<file path="config.mk">
export PLATFORM = sky130hd
export DESIGN_NAME = iter_shifter
export DESIGN_NICKNAME = d
export VERILOG_FILES = /design/src/rtl/iter_shifter_pkg.sv /design/src/rtl/iter_shifter_shift_stage.sv /design/src/rtl/iter_shifter.sv
export SDC_FILE = /design/constraint.sdc
export NUM_CORES = 1
export LEC_CHECK = 0
export CELL_PAD_IN_SITES_DETAIL_PLACEMENT = 1
export CELL_PAD_IN_SITES_GLOBAL_PLACEMENT = 2
export CORE_UTILIZATION = 32
export CTS_CLUSTER_SIZE = 40
export DETAILED_ROUTE_END_ITERATION = 8
export PLACE_DENSITY_LB_ADDON = 0.1
export SLEW_MARGIN = 10
export SYNTH_ARGS = -nofsm -noshare
export SYNTH_HDL_FRONTEND = slang
export SYNTH_HIERARCHICAL = 1
export SYNTH_SLANG_ARGS = --single-unit
</file>
<file path="constraint.sdc">
create_clock -name clock -period 3 [get_ports clock]
set_input_delay 0.6 -clock clock [delete_from_list [all_inputs] [get_ports clock]]
set_output_delay 0.6 -clock clock [all_outputs]
set_load 0.01 [all_outputs]
</file>
<file path="src/rtl/iter_shifter_pkg.sv">
// Shared encodings for the iterative shifter: op codes, FSM states, default sizes.
package iter_shifter_pkg;

  localparam int WIDTH_DEF   = 32;
  localparam int SHAMT_W_DEF = 5;

  // Reserved op code behaves as SLL.
  typedef enum logic [1:0] {
    OP_SLL = 2'b00,
    OP_SRL = 2'b01,
    OP_SRA = 2'b10,
    OP_RSV = 2'b11
  } op_e;

  typedef enum logic [1:0] {
    ST_IDLE  = 2'b00,
    ST_SHIFT = 2'b01,
    ST_DONE  = 2'b10
  } state_e;

endpackage

</file>
<file path="src/rtl/iter_shifter_shift_stage.sv">
// One log-shifter stage: conditionally shifts by 2^k in the direction given by op.
module shift_stage
  import iter_shifter_pkg::*;
#(
  parameter int WIDTH   = WIDTH_DEF,
  parameter int SHAMT_W = SHAMT_W_DEF
) (
  input  logic [WIDTH-1:0]   in,
  input  op_e                op,
  input  logic [SHAMT_W-1:0] k,
  input  logic               en,
  output logic [WIDTH-1:0]   out
);

  logic [SHAMT_W-1:0] sh;

  // Stage distance is 2^k; the largest stage (2^(SHAMT_W-1)) still fits SHAMT_W bits.
  always_comb begin
    sh  = SHAMT_W'(1) << k;
    out = in;
    if (en) begin
      case (op)
        OP_SRL:  out = in >> sh;
        OP_SRA:  out = $signed(in) >>> sh;
        default: out = in << sh;   // SLL and reserved
      endcase
    end
  end

endmodule

</file>
<file path="src/rtl/iter_shifter.sv">
// Multicycle shift unit: applies one log-shifter stage per cycle, MSB stage first,
// so every op takes exactly SHAMT_W shift cycles followed by a one-cycle RDY.
module iter_shifter
  import iter_shifter_pkg::*;
#(
  parameter int WIDTH   = WIDTH_DEF,
  parameter int SHAMT_W = SHAMT_W_DEF
) (
  input  logic               clock,
  input  logic               reset,
  input  logic               ctrl_start,
  input  logic [1:0]         ctrl_op,
  input  logic [WIDTH-1:0]   data_operandA,
  input  logic [SHAMT_W-1:0] ctrl_shiftamt,
  output logic [WIDTH-1:0]   data_result,
  output logic               data_resultRDY,
  output logic               busy
);

  state_e             state_q, state_d;
  logic [SHAMT_W-1:0] stage_q, stage_d;
  logic [WIDTH-1:0]   acc_q, acc_d;
  logic [SHAMT_W-1:0] amt_q, amt_d;
  op_e                op_q, op_d;

  logic [WIDTH-1:0]   stage_out;
  logic               stage_en;

  assign stage_en = amt_q[stage_q];

  shift_stage #(
    .WIDTH   (WIDTH),
    .SHAMT_W (SHAMT_W)
  ) u_stage (
    .in  (acc_q),
    .op  (op_q),
    .k   (stage_q),
    .en  (stage_en),
    .out (stage_out)
  );

  // State and operand registers; reset aborts any in-flight op and zeroes the result.
  always_ff @(posedge clock or posedge reset) begin
    if (reset) begin
      state_q <= ST_IDLE;
      stage_q <= '0;
      acc_q   <= '0;
      amt_q   <= '0;
      op_q    <= OP_SLL;
    end else begin
      state_q <= state_d;
      stage_q <= stage_d;
      acc_q   <= acc_d;
      amt_q   <= amt_d;
      op_q    <= op_d;
    end
  end

  // Next-state: accept in IDLE/DONE, one stage per SHIFT cycle, DONE after stage 0.
  always_comb begin
    state_d = state_q;
    stage_d = stage_q;
    acc_d   = acc_q;
    amt_d   = amt_q;
    op_d    = op_q;
    case (state_q)
      ST_IDLE, ST_DONE: begin
        if (ctrl_start) begin
          state_d = ST_SHIFT;
          acc_d   = data_operandA;
          amt_d   = ctrl_shiftamt;
          op_d    = op_e'(ctrl_op);
          stage_d = SHAMT_W'(SHAMT_W - 1);
        end else begin
          state_d = ST_IDLE;
        end
      end
      ST_SHIFT: begin
        // Start requests are ignored here; the in-flight op runs to completion.
        acc_d   = stage_out;
        stage_d = stage_q - 1'b1;
        if (stage_q == '0) state_d = ST_DONE;
      end
      default: state_d = ST_IDLE;
    endcase
  end

  assign data_result    = acc_q;
  assign data_resultRDY = (state_q == ST_DONE);
  assign busy           = (state_q == ST_SHIFT);

endmodule

</file>
==> results.yml, run 1 <==
route:
  drt_iter0_markers: 818
  post-route-drc-count: 0
  wl_um: 34600
  wl_per_cell_um: 30.0
  drtPass1Iterations: 6
  viasPerCell: 6.86
  num_vias: 7929
  ant_nets: 0
sta:
  clock.fmax_ghz: 0.340
  rsz0062_at_grt: "true"
  finalClockSkew_ns: 0.0116
  tns_ns: 0
  final_hold_viol_count: 0
  fin_crit_sh_pct: 98.0
  slew_violations: 0
  tightest_slew_ns: 0.769
  fin_crit_ns: 2.94
  max_slew_margin_pct: 48.8
  setup_viol: 0
floorplanning:
  rows: 48
  fp.dieW_um: 136
  core_area_mm2: 0.0175
  die_area_mm2: 0.0186
  initial_core_util_pct: 33.0
  top_level_ports: 76
  fp.dieH_um: 136
global_routing:
  busiest_layer: "met2"
  grt_pass1_vias: 7834
  grt_start_max_net_pins: 47
  grt.met1_usage_pct: 49.8
  grt_overflow_total: 0
  antenna_found_initial: 0
  use_met2_pct: 58.1
  grt_first_pass_wirelength_um: 51300
  use_met3_pct: 7.90
  track_usage_pct: 37.7
synthesis:
  ys.flop_type: "dfrtp_1"
  avgSynthCellArea_um2: 6.81
  synth_edf_count: 0
  syn_inst: 847
  yosysUniqueCellTypes: 81
  synth_seq_cells: 46
  syn_nets: 892
  syn_area_mm2: 0.00577
  async_reset_ff_share_pct: 100
  yosys_warnings: 6
  seq_area_frac_synth_pct: 20.0
clock_network:
  holdBufCountCts: 0
  clk_pin_slew_ns: 0.08
  cts_buffers: 5
  cts.path.max_buffers: 2
  htreeDepth: 2
  clkLatencyLatePin_ns: 0.32
  clock_sinks: 46
  cts-root-buf: "clkbuf_16"
  cts_tree: "yes"
min_path:
  min_to: "amt_q[2]"
  hold_class: "reg2reg"
  hold_depth: 2
  hold_path.startpoint: "amt_q[2]"
setup_path:
  cp_data_required_time_ns: 3.24
  crit_path_start_kind: "flip-flop"
  reg2reg_from: "stage_q[3]"
  timing.rr.end: "data_result[4]"
  arrival_ns: 3.18
  rr_worst_depth: 10
  crit_type: "reg2reg"
  crit_fanout: 36
  crit_path_end_kind: "flip-flop"
  r2r_setup_slack_ns: 0.06
power_and_ir_drop:
  powerDensity_mw_per_mm2: 1530
  cellLeakagePower_uw: 0.00295
  peakVddDrop_mv: 0.991
  finalPower_uw: 11300
placement:
  gp_congestion: 1.04
  portBuffers: 75
  dp_hpwl_um: 25200
finish:
  mostFrequentLayoutCell: "nand2_1"
  n_antenna_cell: 0
  fin_nets: 974
  final_cell_mix: "nand2_1 (130), buf_4 (84), nor2_1 (82)"
  area_delta_synth_final_pct: 28.8
  drive_gt1_share_pct: 16.3
flow_run:
  maxCapViolCount: 0
run_status:
  status: "complete, no violations"
how the worst max path moves through the flow:
stage	startpoint	end	slack, ns	cells past startpoint
finish	stage_q[3]	data_result[4]	0.06	10
global route	stage_q[1]	data_result[25]	-0.07	11
CTS	stage_q[1]	data_result[11]	0.02	10
floorplan	stage_q[1]	data_result[7]	0.52	12
detailed placement	stage_q[1]	data_result[10]	-0.09	10
global placement	stage_q[1]	data_result[11]	-0.02	10
report_power, final:
part | internal, uW | switching, uW | leakage [uW]
combinational | 3340 | 5610 | 0.00232
clock | 321 | 318 | 0.0000763
sequential | 936 | 807 | 0.000556
flip-flops by register name (all words and copies together) (netlist names):
signal	count
data_result	32
amt_q	5
stage_q	5
op_q	2
state_q	2
cell usage after synthesis (4+ instances only):
master,count,share of area [%]
o211ai_1,10,1.3
mux2_2,7,1.4
and3_1,7,0.76
nand3_1,37,3.2
or2_2,4,0.43
a21oi_1,59,5.1
a22oi_1,33,4.3
o22ai_1,25,2.7
a211oi_1,30,3.9
nor4_1,4,0.43
clkbuf_1,44,2.9
o221ai_1,10,1.5
nor3_1,24,2.1
o21ai_1,8,0.69
a221oi_1,4,0.61
buf_2,38,3.3
inv_1,17,1.1
a21oi_2,4,0.61
o2111ai_1,6,0.91
a31oi_1,15,1.6
nand2_1,130,8.5
o32ai_1,5,0.76
a21o_1,4,0.52
buf_4,5,0.65
nor2b_1,5,0.54
dfrtp_1,46,20
or3_1,7,0.76
nor2_1,82,5.3
mux2i_1,24,4.2
a32oi_1,5,0.76
o31ai_1,6,0.78
nand2b_1,5,0.54
o21ai_0,59,5.1
cell type report:
class / count / area [um2]
flip-flops and latches: 46 / 1150
clock buffers: 5 / 125
fillers: 2174 / 10000
inverters: 20 / 75.1
clock inverters: 3 / 28.8
multi-input cells: 688 / 4200
repair buffers: 168 / 1560
well taps: 225 / 282
what timing repair did:
| action | 4_1_cts | 5_1_grt |
|---|---|---|
| buffers inserted | 0 | 1 |
| setup endpoints to repair | 3 | 23 |
| gates cloned | 0 | 0 |
| pin swaps | 0 | 1 |
| resized for setup | 3 | 11 |
worst max-delay path: stages (launching register included):
cell and delay (ns):
dfrtp_1 0.44, buf_4 0.19, or4b_1 0.58, buf_12 0.22
nor2_4 0.31, buf_12 0.18, a22oi_1 0.15, o22ai_1 0.35
a221o_1 0.21, o22ai_1 0.08, nor2_1 0.14
per-layer routing:
metal / up-vias / part of all wire, % / routed length [um]
li1: 3329 / - / -
met1: 3935 / 42 / 14400
met2: 541 / 44 / 15200
met3: 124 / 9.5 / 3300
met4: 0 / 5.1 / 1760
met5: - / 0 / 0
per-stage QoR:
stage / area [um2] / instances / setup slack, ns / hold WS [ns] / util (%)
after floorplan: 5770 / 847 / 0.520 / 0.439 / -
after detailed placement: 7200 / 1146 / -0.0868 / 0.466 / 41.2
after CTS: 7370 / 1154 / 0.0194 / 0.485 / 42.1
after global placement: 7200 / 1146 / -0.0247 / 0.460 / 41.2
final: 7430 / 1155 / 0.0591 / 0.484 / 42.5
after global routing: 7430 / 1155 / -0.0685 / 0.526 / 42.5
cells by family (layout without fill, tap and decap cells):
kind of cell / after synthesis / after routing / share of synthesized area [%]
simple gates: 326 / 326 / 25.9
flops: 46 / 46 / 20.0
xor+xnor: 1 / 1 / 0.152
fa+ha+maj: 3 / 3 / 0.651
mux: 32 / 32 / 5.92
compound gates: 326 / 326 / 38.5
buf+inv: 113 / 196 / 8.89
No activity file was read; power rests on OpenSTA's default activity.
==> run 2: changes to the inputs <==
SYNTH_HIERARCHICAL = not set   (was 1)
==> results.yml, run 2 <==
finish:
  mostFrequentLayoutCell: "nand2_1"
  final_cell_mix: "nand2_1 (104), clkdlybuf4s50_1 (75), nor2_1 (69)"
  fin_cells: 983
  n_antenna_cell: 0
  area_delta_synth_final_pct: 21.9
  drive_gt1_share_pct: 12.6
  fin_nets: 812
  nFillCells: 1964
  largest_reg_flops: 32
clock_network:
  cts_resized: 0
  cts-root-buf: "clkbuf_16"
  cts_buffers: 5
  cts_tree: "yes"
  holdBufCountCts: 0
  clock_sinks: 46
  clk_pin_slew_ns: 0.08
  cts.path.max_buffers: 2
  clkLatencyLatePin_ns: 0.31
  cts_setup_buffers: 0
  htreeDepth: 2
synthesis:
  syn_inst: 724
  netlist.area_leader.share_pct: 21.7
  synth_edf_count: 0
  synth_compound_area_share_pct: 30.5
  ys_top_cells_by_area: "dfrtp_1 (22%), mux4_2 (8.1%), nand2_1 (7.3%), o21ai_0 (6.1%), a21oi_1 (4.9%)"
  avgSynthCellArea_um2: 7.34
  synth_xor_area_share_pct: 0.165
  ys.flop_type: "dfrtp_1"
  yosysTopAreaCell: "dfrtp_1"
  synth_seq_cells: 46
  synthTopCellsByCount: "nand2_1 (104), nor2_1 (69), o21ai_0 (65)"
  synthMostInstantiatedCell: "nand2_1"
  async_reset_ff_share_pct: 100
  yosysUniqueCellTypes: 69
  synthSimpleGateAreaFrac_pct: 24.9
  syn_nets: 770
  synth_top_family_by_area: "compound AO/OA/AOI/OAI gates"
  synth-adder-area-share_pct: 0.942
  seq_area_frac_synth_pct: 21.7
  syn_area_mm2: 0.00531
  muxShareOfSynthArea_pct: 13.4
  yosys_warnings: 0
global_routing:
  antenna_found_initial: 0
  busiest_layer: "met2"
  track_usage_pct: 33.8
  grt_first_pass_wirelength_um: 41700
  grt_start_max_net_pins: 62
  grt_overflow_total: 0
  grt_pass1_vias: 6365
  grt.met1_usage_pct: 46.0
  use_met3_pct: 6.64
  use_met2_pct: 52.3
setup_path:
  reg2reg_from: "stage_q[3]"
  r2r_setup_slack_ns: 0.36
  crit_path_start_kind: "flip-flop"
  crit_fanout: 16
  crit_start: "stage_q[3]"
  crit_path_end_kind: "flip-flop"
  rr_worst_depth: 7
  crit_type: "reg2reg"
  cp_data_required_time_ns: 3.20
  timing.rr.end: "data_result[17]"
  critPathCapture: "data_result[17]"
  arrival_ns: 2.84
sta:
  max_slew_margin_pct: 51.2
  fin_crit_ns: 2.64
  final_hold_viol_count: 0
  setup_viol: 0
  fin_crit_sh_pct: 87.9
  tightest_slew_ns: 0.731
  rsz0062_at_grt: "false"
  finalClockSkew_ns: 0.00642
  slew_violations: 0
  clock.fmax_ghz: 0.379
  tns_ns: 0
power_and_ir_drop:
  finalPower_uw: 9710
  cellLeakagePower_uw: 0.00246
  powerDensity_mw_per_mm2: 1500
  peakVddDrop_mv: 0.777
min_path:
  hold_class: "reg2reg"
  hold_depth: 2
placement:
  portBuffers: 75
  dp_hpwl_um: 20100
  gp_congestion: 0.964
  dp_cells: 975
floorplanning:
  fp.dieW_um: 131
  rows: 46
  die_area_mm2: 0.0171
  core_area_mm2: 0.0161
  initial_core_util_pct: 33.1
  fp.dieH_um: 131
  top_level_ports: 76
route:
  ant_nets: 0
  wl_um: 28300
  drt_iter0_markers: 629
  drtPass1Iterations: 6
  num_vias: 6409
  post-route-drc-count: 0
  viasPerCell: 6.52
  wl_per_cell_um: 28.7
flow_run:
  maxCapViolCount: 0
run_status:
  status: "complete, no violations"
run 2: changes by cell type in the layout (fill, tap and decap cells not counted), moves of 7 or more:
cell,delta
o21ai_1,-9
a22oi_1,-24
mux4_2,+18
nor3_1,+9
o21ai_0,+7
nand3_1,-21
nor2_1,-13
a31oi_1,-7
a211oi_1,-8
nand2_1,-26
buf_12,-7
buf_4,-39
o22ai_1,-16
run 2: cell families after synthesis:
family,Yosys count
DFF,46
xor gates and xnor gates,1
muxes,47
AOI/OAI and AO/OA,246
adders and majority gates,4
buffers and inverters,98
and+or+nand+nor,282
run 2: area by class of cell:
type | instances | area [um2] | area share [%]
inverters | 11 | 41.3 | 0.637
multi-input cells | 580 | 3730 | 57.6
repair buffers | 122 | 1130 | 17.4
flip-flops and latches | 46 | 1160 | 17.8
well taps | 216 | 270 | 4.17
clock buffers | 7 | 143 | 2.20
clock inverters | 1 | 5.00 | 0.0773
run 2: how the worst min path moves through the flow:
stage | endpoint | startpoint | slack (ns)
finish | amt_q[0] | amt_q[0] | 0.51
global route | amt_q[0] | amt_q[0] | 0.55
CTS | amt_q[0] | amt_q[0] | 0.51
detailed placement | amt_q[0] | amt_q[0] | 0.49
global placement | amt_q[0] | amt_q[0] | 0.49
floorplan | amt_q[1] | amt_q[1] | 0.46
run 2: stage by stage:
step                util (%)  cell area, um2  hold slack [ns]  setup WS [ns]
global route            40.3            6480            0.555          0.287
finish                  40.3            6480            0.511          0.363
global placement        39.4            6330            0.494          0.432
floorplan                  -            5310            0.462           1.01
CTS                     40.3            6480            0.509          0.412
detailed placement      39.4            6330            0.491          0.435
run 2: metal layers:
| layer | wire, um | part of all wire, % | up-vias |
|---|---|---|---|
| li1 | - | - | 2781 |
| met1 | 12100 | 43 | 3224 |
| met2 | 12800 | 45 | 330 |
| met3 | 2320 | 8.2 | 74 |
| met4 | 1030 | 3.6 | 0 |
| met5 | 0 | 0 | - |
run 2: worst max-delay path, stage by stage (launching register included):
cell      delay, ns
dfrtp_1        0.55
or3_1          0.58
buf_4          0.29
nor2_4         0.23
nand2_1        0.09
a32oi_1        0.36
a211oi_1       0.15
o31ai_1        0.27
run 2: report_power, final:
part	total (uW)	switching [uW]	leakage, uW	internal [uW]
Sequential	1890	967	0.000542	920
Combinational	7190	4390	0.00184	2800
Clock	628	295	0.0000739	333
==> run 3: changes to the inputs <==
GPL_ROUTABILITY_DRIVEN = 0   (was not set)
==> results.yml, run 3 (synthesis gave the netlist of run 2 again) <==
run_status:
  status: "complete, no violations"
power_and_ir_drop:
  powerDensity_mw_per_mm2: 1490
  switchingPower_uw: 5560
  p_seq_share_pct: 19.6
  pwr-share-comb_pct: 73.3
  cellLeakagePower_uw: 0.00246
  peakVddDrop_mv: 0.578
  power.internal_uw: 4110
  clkPwrFrac_pct: 7.1
  p_sw_share_pct: 57.5
global_routing:
  use_met2_pct: 49.7
  grt_first_pass_wirelength_um: 41000
  antenna_found_initial: 0
  grt_pass1_vias: 6313
  use_met3_pct: 7.37
  track_usage_pct: 33.0
  busiest_layer: "met2"
  grt_start_max_net_pins: 41
  grt.met1_usage_pct: 44.9
  grt_overflow_total: 0
sta:
  rsz0062_at_grt: "false"
  setup_viol: 0
  slew_violations: 0
  tns_ns: 0
  fin_crit_ns: 2.66
  max_slew_margin_pct: 49.8
  finalClockSkew_ns: 0.00891
  clock.fmax_ghz: 0.375
  fin_crit_sh_pct: 88.8
  tightest_slew_ns: 0.753
  final_hold_viol_count: 0
clock_network:
  cts_setup_buffers: 0
  clkLatencyLatePin_ns: 0.31
  holdBufCountCts: 0
  clk_pin_slew_ns: 0.08
  htreeDepth: 2
  cts-root-buf: "clkbuf_16"
  cts.path.max_buffers: 2
  cts_resized: 0
  cts_buffers: 5
  cts_tree: "yes"
  clock_sinks: 46
finish:
  mostFrequentLayoutCell: "nand2_1"
  n_antenna_cell: 0
  largest_reg_flops: 32
  multi_input_comb_area_mm2: 0.00373
  area_delta_synth_final_pct: 22.1
  final_cell_mix: "nand2_1 (104), clkdlybuf4s50_1 (75), nor2_1 (69)"
  drive_gt1_share_pct: 12.8
  area.sequential_mm2: 0.00116
  fin_nets: 812
  final_util_pct: 40.4
  nFillCells: 1980
route:
  post-route-drc-count: 0
  num_vias: 6537
  wl_per_cell_um: 27.8
  drt_iter0_markers: 772
  wl_um: 27300
  ant_nets: 0
  viasPerCell: 6.65
  drtPass1Iterations: 8
floorplanning:
  rows: 46
  fp.dieH_um: 131
  fp.dieW_um: 131
  core_area_mm2: 0.0161
  die_area_mm2: 0.0171
  initial_core_util_pct: 33.1
  top_level_ports: 76
setup_path:
  crit_path_end_kind: "flip-flop"
  crit_path_start_kind: "flip-flop"
  crit_type: "reg2reg"
  cp_data_required_time_ns: 3.18
  crit_fanout: 12
  rr_worst_depth: 8
  arrival_ns: 2.85
  timing.rr.end: "data_result[9]"
  reg2reg_from: "stage_q[1]"
  r2r_setup_slack_ns: 0.34
min_path:
  min_to: "amt_q[2]"
  hold_depth: 2
  hold_class: "reg2reg"
  hold_path.startpoint: "amt_q[2]"
flow_run:
  maxCapViolCount: 0
placement:
  dp_hpwl_um: 19500
  portBuffers: 75
-- run 3: cell types whose count changed in the layout (fill, tap and decap cells not counted) --
cell / change
buf_12: -1
buf_4: +1
bufinv_16: +1
clkbuf_1: -1
clkbuf_8: -1
clkinv_2: -1
clkinvlp_4: +2
-- run 3: critical path, stage by stage, from the launching register on --
cell,delay [ns]
dfrtp_2,0.51
buf_4,0.26
nor4b_2,0.37
buf_4,0.24
nand2_1,0.31
o21ai_0,0.27
o21ai_0,0.10
a211oi_1,0.32
o21ai_0,0.14
-- run 3: power by group through the flow --
stage	clock (uW)	sequential [uW]	combinational (uW)
6_report	690	1890	7090
5_1_grt	724	1920	7570
3_3_place_gp	0	1830	6850
3_5_place_dp	0	1850	6910
2_1_floorplan	0	1230	4720
4_1_cts	717	1840	6970
-- run 3: final cells by class --
| class | count | share of cell area, % |
|---|---|---|
| clock buffer | 5 | 1.93 |
| inverter | 11 | 0.636 |
| sequential | 46 | 17.8 |
| timing repair buffer | 122 | 17.2 |
| clock inverter | 3 | 0.694 |
| tap | 216 | 4.17 |
| multi-input combinational | 580 | 57.6 |
-- run 3: metal layers --
metal	wire, um	up-vias
li1	-	2773
met1	11700	3281
met2	12100	403
met3	2480	80
met4	1070	0
met5	0	-
-- run 3: metrics by stage --
step	std cells	hold slack (ns)	instance area [um2]	setup WS [ns]	total power, uW
after floorplan	724	0.462	5310	1.01	5940
after global placement	975	0.498	6320	0.428	8680
after detailed placement	975	0.501	6320	0.409	8760
after CTS	983	0.521	6490	0.392	9530
after global routing	983	0.556	6490	0.235	10200
final	983	0.516	6490	0.336	9670
-- run 3: how the worst max path moves through the flow --
stage	start	to	slack (ns)	depth (start not counted)
detailed placement	stage_q[1]	data_result[9]	0.41	8
global placement	stage_q[1]	data_result[9]	0.43	8
global route	stage_q[1]	data_result[9]	0.24	8
finish	stage_q[1]	data_result[9]	0.34	8
CTS	stage_q[1]	data_result[9]	0.39	8
floorplan	stage_q[2]	data_result[10]	1.01	8
